### config.mk
export PLATFORM = sky130hd
export DESIGN_NAME = id_ex_stage
export DESIGN_NICKNAME = d
export VERILOG_FILES = /design/src/rtl/mips_pkg.sv /design/src/rtl/id_ex_stage_hazard_detect.sv /design/src/rtl/id_ex_stage.sv
export SDC_FILE = /design/constraint.sdc
export NUM_CORES = 1
export LEC_CHECK = 0
export ABC_AREA = 1
export ABC_CLOCK_PERIOD_IN_PS = 1500
export CORE_MARGIN = 2
export CORE_UTILIZATION = 33
export CTS_CLUSTER_DIAMETER = 80
export DETAILED_ROUTE_END_ITERATION = 10
export PLACE_DENSITY = 0.7
export RECOVER_POWER = 100
export SLEW_MARGIN = 40
export SYNTH_ARGS = -nofsm -noshare
export SYNTH_HDL_FRONTEND = slang
export SYNTH_SLANG_ARGS = --single-unit
### constraint.sdc
create_clock -name clk -period 1.5 [get_ports clk]
set_input_delay 0.3 -clock clk [delete_from_list [all_inputs] [get_ports clk]]
set_output_delay 0.3 -clock clk [all_outputs]
set_load 0.03 [all_outputs]
### src/rtl/mips_pkg.sv
// mips_pkg
// Shared types and constants for the MIPS pipeline.
//   alu_op_t : ALU operation selector carried in the control bundle.
//   ctrl_t   : decoded control bundle passed from ID through the pipeline.
//   idex_t   : full ID/EX pipeline register payload.
//   REG_ZERO : architectural register $0 (hardwired to zero).
//   is_bypass: true when a WB write targets a given non-zero source register.
package mips_pkg;

  localparam int          DATA_W   = 32;
  localparam int          REG_W    = 5;
  localparam logic [4:0]  REG_ZERO = 5'd0;

  typedef enum logic [2:0] {
    ALU_ADD = 3'd0,
    ALU_SUB = 3'd1,
    ALU_AND = 3'd2,
    ALU_OR  = 3'd3,
    ALU_SLT = 3'd4,
    ALU_NOR = 3'd5,
    ALU_XOR = 3'd6,
    ALU_SLL = 3'd7
  } alu_op_t;

  typedef struct packed {
    logic    reg_write;
    logic    mem_read;
    logic    mem_write;
    logic    mem_to_reg;
    logic    alu_src;
    logic    reg_dst;
    alu_op_t alu_op;
  } ctrl_t;

  typedef struct packed {
    logic              valid;
    logic [REG_W-1:0]  rs;
    logic [REG_W-1:0]  rt;
    logic [REG_W-1:0]  rd;
    logic [DATA_W-1:0] rs_data;
    logic [DATA_W-1:0] rt_data;
    logic [DATA_W-1:0] imm;
    logic [DATA_W-1:0] pc4;
    ctrl_t             ctrl;
  } idex_t;

  // $0 is never a bypass target: its read value is constant zero.
  function automatic logic is_bypass(
    input logic             wr_en,
    input logic [REG_W-1:0] wr_addr,
    input logic [REG_W-1:0] rd_addr
  );
    return wr_en && (wr_addr != REG_ZERO) && (wr_addr == rd_addr);
  endfunction

endpackage

### src/rtl/id_ex_stage_hazard_detect.sv
// hazard_detect
// Combinational load-use hazard detector. Flags the case where the
// instruction in EX is a load whose destination (rt) is a source of the
// instruction currently in ID.
//   id_valid, id_rs, id_rt, id_uses_rt : ID-side instruction fields
//   ex_valid, ex_mem_read, ex_rt       : registered EX-side fields
//   lu_hazard                          : one-bubble load-use hazard
module hazard_detect
  import mips_pkg::*;
(
  input  logic             id_valid,
  input  logic [REG_W-1:0] id_rs,
  input  logic [REG_W-1:0] id_rt,
  input  logic             id_uses_rt,
  input  logic             ex_valid,
  input  logic             ex_mem_read,
  input  logic [REG_W-1:0] ex_rt,
  output logic             lu_hazard
);

  logic rs_match;
  logic rt_match;

  assign rs_match  = (ex_rt == id_rs);
  // rt only matters for instructions that actually read it as a source.
  assign rt_match  = id_uses_rt && (ex_rt == id_rt);
  // A load into $0 produces nothing to wait for.
  assign lu_hazard = id_valid && ex_valid && ex_mem_read &&
                     (ex_rt != REG_ZERO) && (rs_match || rt_match);

endmodule

### src/rtl/id_ex_stage.sv
// id_ex_stage
// ID/EX pipeline register. Captures operands, immediate, PC+4, register
// fields and the control bundle from ID and presents them to EX one cycle
// later. Detects load-use hazards (bubble + upstream stall), applies a
// same-cycle WB bypass on the operands, squashes on flush and freezes on hold.
//   clk, rst          : clock, synchronous active-high reset
//   id_*              : decoded instruction from IF/ID and register file
//   wb_*              : write-back port, used for same-cycle bypass
//   flush             : squash the ID instruction (taken branch/jump)
//   hold              : EX frozen, keep ID/EX contents
//   stall             : freeze PC and IF/ID this cycle
//   ex_*              : registered outputs towards EX
//   bubble_cnt        : saturating count of load-use bubbles
module id_ex_stage
  import mips_pkg::*;
#(
  parameter int BUBBLE_CNT_W = 16
) (
  input  logic                    clk,
  input  logic                    rst,
  input  logic                    id_valid,
  input  logic [4:0]              id_rs,
  input  logic [4:0]              id_rt,
  input  logic [4:0]              id_rd,
  input  logic [31:0]             id_rs_data,
  input  logic [31:0]             id_rt_data,
  input  logic [31:0]             id_imm,
  input  logic [31:0]             id_pc4,
  input  logic                    id_uses_rt,
  input  ctrl_t                   id_ctrl,
  input  logic                    wb_reg_write,
  input  logic [4:0]              wb_addr,
  input  logic [31:0]             wb_data,
  input  logic                    flush,
  input  logic                    hold,
  output logic                    stall,
  output logic                    ex_valid,
  output logic [4:0]              ex_rs,
  output logic [4:0]              ex_rt,
  output logic [4:0]              ex_rd,
  output logic [31:0]             ex_rs_data,
  output logic [31:0]             ex_rt_data,
  output logic [31:0]             ex_imm,
  output logic [31:0]             ex_pc4,
  output ctrl_t                   ex_ctrl,
  output logic [BUBBLE_CNT_W-1:0] bubble_cnt
);

  localparam logic [BUBBLE_CNT_W-1:0] CNT_MAX = {BUBBLE_CNT_W{1'b1}};
  localparam logic [BUBBLE_CNT_W-1:0] CNT_ONE = {{(BUBBLE_CNT_W-1){1'b0}}, 1'b1};

  idex_t                   payload_reg;
  idex_t                   payload_next;
  logic [BUBBLE_CNT_W-1:0] bubble_cnt_reg;
  logic [BUBBLE_CNT_W-1:0] bubble_cnt_next;
  logic                    lu_hazard;

  // ---------------------------------------------------------------------
  // Hazard detection against the registered EX slot.
  // ---------------------------------------------------------------------
  hazard_detect u_hazard_detect (
    .id_valid    (id_valid),
    .id_rs       (id_rs),
    .id_rt       (id_rt),
    .id_uses_rt  (id_uses_rt),
    .ex_valid    (payload_reg.valid),
    .ex_mem_read (payload_reg.ctrl.mem_read),
    .ex_rt       (payload_reg.rt),
    .lu_hazard   (lu_hazard)
  );

  // Flush wins over both hazard and hold: the ID instruction is discarded,
  // so there is nothing to keep upstream. Reset also releases the stall so
  // the front end restarts cleanly.
  assign stall = ~rst & (lu_hazard | hold) & ~flush;

  // ---------------------------------------------------------------------
  // WB bypass muxes, one per source operand (index 0 = rs, 1 = rt).
  // ---------------------------------------------------------------------
  logic [4:0]  src_addr [2];
  logic [31:0] src_rf   [2];
  logic [31:0] src_val  [2];

  assign src_addr[0] = id_rs;
  assign src_addr[1] = id_rt;
  assign src_rf[0]   = id_rs_data;
  assign src_rf[1]   = id_rt_data;

  genvar gi;
  generate
    for (gi = 0; gi < 2; gi++) begin : g_bypass
      assign src_val[gi] = is_bypass(wb_reg_write, wb_addr, src_addr[gi])
                           ? wb_data : src_rf[gi];
    end
  endgenerate

  // ---------------------------------------------------------------------
  // Next-state selection: flush > hold > load-use bubble > load.
  // ---------------------------------------------------------------------
  always_comb begin
    payload_next    = payload_reg;
    bubble_cnt_next = bubble_cnt_reg;
    if (flush) begin
      payload_next = '0;
    end else if (hold) begin
      payload_next = payload_reg;
    end else if (lu_hazard) begin
      // Fully zeroed bubble keeps EX deterministic.
      payload_next = '0;
      if (bubble_cnt_reg != CNT_MAX) begin
        bubble_cnt_next = bubble_cnt_reg + CNT_ONE;
      end
    end else begin
      payload_next.valid   = id_valid;
      payload_next.rs      = id_rs;
      payload_next.rt      = id_rt;
      payload_next.rd      = id_rd;
      payload_next.rs_data = src_val[0];
      payload_next.rt_data = src_val[1];
      payload_next.imm     = id_imm;
      payload_next.pc4     = id_pc4;
      // Fields of an empty slot are still captured, but its control must
      // never cause side effects downstream.
      payload_next.ctrl    = id_valid ? id_ctrl : '0;
    end
  end

  always_ff @(posedge clk) begin
    if (rst) begin
      payload_reg    <= '0;
      bubble_cnt_reg <= '0;
    end else begin
      payload_reg    <= payload_next;
      bubble_cnt_reg <= bubble_cnt_next;
    end
  end

  // ---------------------------------------------------------------------
  // Output mapping.
  // ---------------------------------------------------------------------
  assign ex_valid   = payload_reg.valid;
  assign ex_rs      = payload_reg.rs;
  assign ex_rt      = payload_reg.rt;
  assign ex_rd      = payload_reg.rd;
  assign ex_rs_data = payload_reg.rs_data;
  assign ex_rt_data = payload_reg.rt_data;
  assign ex_imm     = payload_reg.imm;
  assign ex_pc4     = payload_reg.pc4;
  assign ex_ctrl    = payload_reg.ctrl;
  assign bubble_cnt = bubble_cnt_reg;

endmodule
==> metrics.cfg <==
[drt]
wl_per_cell_um=16.9
drc=0
drtIter0Drc=465
drt-total-wl_um=30700
routed-via-count=8880
first_pass_iters=6
vias_per_cell=4.89
ant_nets=0

[setup_path]
critPathCaptureType=output port
critPathMaxStageDelay_ns=0.37
cp_common_cell=nand2_1
worstPathCellList=inv_4, nand2_1, nand2_1, nor2_1, nand3_1, nand2_2, a21oi_4, buf_12, nor2_4, buf_6
r2r-end=ex_rt_data[21]
cpMaxStageDelayCell=dfxtp_4
critPathMaxFanout=4
path_class=flip-flop to output port
r2r_slack_ns=-0.47
cp-start-kind=flip-flop
required_ns=1.20
worst_ep_arrival_time_ns=1.75
timing.rr.start=ex_rt[2]
r2r_cells=15

[placement]
dpl_cell_area_um2=11900
routabilityCongestion=0.849
dp_slack_ns=-0.712
hpwl_um=20500
portBuffers=365

[power_and_ir_drop]
finalPower_mw=11.5
leakage_nw=5.96
ir_worst_vdd_mv=0.734
power_density_nw_per_um2=830

[logic_synthesis]
yosysWarnings=0
yosys.area.top_type_share_pct=45.8
yosysMostFrequentCell=nand2_1
async_reset_ff_share_pct=0
ys_seq_area_share_pct=45.8
ys_ff_latch=169
syn-instance-count=1108
synth_common_cells=nand2_1, dfxtp_1, a21oi_1, nand3_1, nor2_1
synth_area_leader_cell=dfxtp_1
syn_nets=1305
synth_area_per_cell_um2=6.67
netlist_area_um2=7390
synth_edf_count=0
synth_cell_types=24
synthTopCellsByArea=dfxtp_1, nand2_1, a21oi_1
synth_ff_type=dfxtp_1

[global_routing]
track_usage_pct=24.5
overflow=0
grt_start_max_net_pins=80
first_global_vias=8614
grt_pass1_wl_um=45900
antenna_found_initial=1

[floorplanning]
fp-row-count=54
io_pins=366
die_y_um=154
core_area_um2=21900
fp.dieArea_um2=23600
start_util_pct=33.8
die_w_um=154

[cells_and_area]
design_area_um2=13800
drive_above_1_share_pct=26.9
syn_to_final_growth_pct=87.2
fill_cells=1934
antennaDiodeCount=0
fin_nets=1719

[run_status]
violations=setup timing
status=finished with violations

[timing]
worstMarginPinSlew_ns=0.452
layout_worst_path_cycle_share_pct=136
setup_viol=171
hold_viol=0
fin_ws_ns=-0.547
max_freq_mhz=488
period_needed_ns=2.05
rsz0062_at_grt=yes
slew_viol_final=0
maxSlewHeadroom_pct=70.0
fin_worst_skew_ns=0.0191
timing.hold.ws_ns=0.315
fin_setup_tns_ns=-51.16

[min_path]
min_path_type=input pin to flip-flop
hp-start=hold
worstHoldEndpoint=bubble_cnt[4]
hold_depth=4

[cts]
clock_latency_ns=0.43
clock_sinks=169
cts_max_path_buffers=2
clk_pin_slew_ns=0.08
tritoncts=done
cts_made_buffers=17
root_buffer=clkbuf_16
cts_max_level=4

[run]
maxCapViolCount=0

## layer usage
| layer | GRT usage (%) | share of wire (%) | routed length, um | up-vias |
|---|---|---|---|---|
| li1 | - | - | - | 4369 |
| met1 | 28.3 | 40 | 12300 | 4084 |
| met2 | 41.1 | 48 | 14900 | 349 |
| met3 | 7.33 | 7.2 | 2220 | 76 |
| met4 | 12.4 | 4.3 | 1330 | 2 |
| met5 | 0 | 0.042 | 13 | - |
## worst max path at each step
stage	cells past startpoint	slack, ns	endpoint	from
final	10	-0.55	stall	ex_rt[2]
after global routing	11	-0.62	stall	id_rt[3]
after CTS	10	-0.55	stall	ex_rt[2]
after detailed placement	10	-0.71	ex_rs_data[10]	id_rs[0]
after global placement	10	-0.70	ex_rs_data[10]	id_rs[0]
after floorplan	9	-0.07	stall	ex_rt[0]
## where the power goes
part / switching (mW) / total (mW) / internal, mW
logic: 1.24 / 2.37 / 1.13
clock network: 2.16 / 4.44 / 2.28
registers: 0.0696 / 4.67 / 4.60
## repair_timing
| action | 4_1_cts | 5_1_grt |
|---|---|---|
| gates resized for setup | 385 | 249 |
| gates cloned | 10 | 4 |
| endpoints found under the setup margin | 318 | 288 |
| hold buffers | 0 | 0 |
| pin swaps | 13 | 23 |
| setup buffers | 18 | 8 |
## kinds of logic after synthesis
logic type | count (synthesis) | synth area share, %
adders and majority gates | 1 | 0.169
and+or+nand+nor | 671 | 36.1
DFF | 169 | 45.8
xor gates and xnor gates | 11 | 1.30
buffers and inverters | 96 | 5.62
AOI/OAI and AO/OA | 160 | 11.0
## layout make-up
type	count	area, um2	area share (%)
well taps	280	350	2.53
clock buffers	18	439	3.17
flip-flops and latches	169	3420	24.7
multi-input cells	843	4560	33.0
repair buffers	466	4810	34.8
inverters	25	101	0.732
clock inverters	14	149	1.08
## critical path: cells and delay by family (launching register included)
kind	cells	cell delay [ns]
DFF	1	0.37
buffers and inverters	3	0.32
AOI/OAI and AO/OA	1	0.07
and+or+nand+nor	6	0.55
## layout by cell type (no fill, tap or decap), types with 7 or more instances in the layout
cell type	n
a21oi_1	67
a21oi_2	88
buf_12	24
buf_4	51
buf_6	11
buf_8	7
clkbuf_16	21
clkbuf_2	15
clkdlybuf4s15_1	50
clkdlybuf4s15_2	24
clkdlybuf4s50_1	186
dfxtp_1	151
dfxtp_2	11
dfxtp_4	7
dlygate4sd2_1	83
inv_1	17
nand2_1	406
nand2_2	45
nand2_4	54
nand3_1	75
nand4_1	15
nor2_1	51
nor2_2	10
nor2_4	8
## through the flow
step	std cells	utilization [%]
after floorplan	1108	-
after global placement	1752	54.4
after detailed placement	1752	54.4
after CTS	1810	59.6
after global routing	1815	63.2
final	1815	63.2
Power figures use the tool's default switching activity.
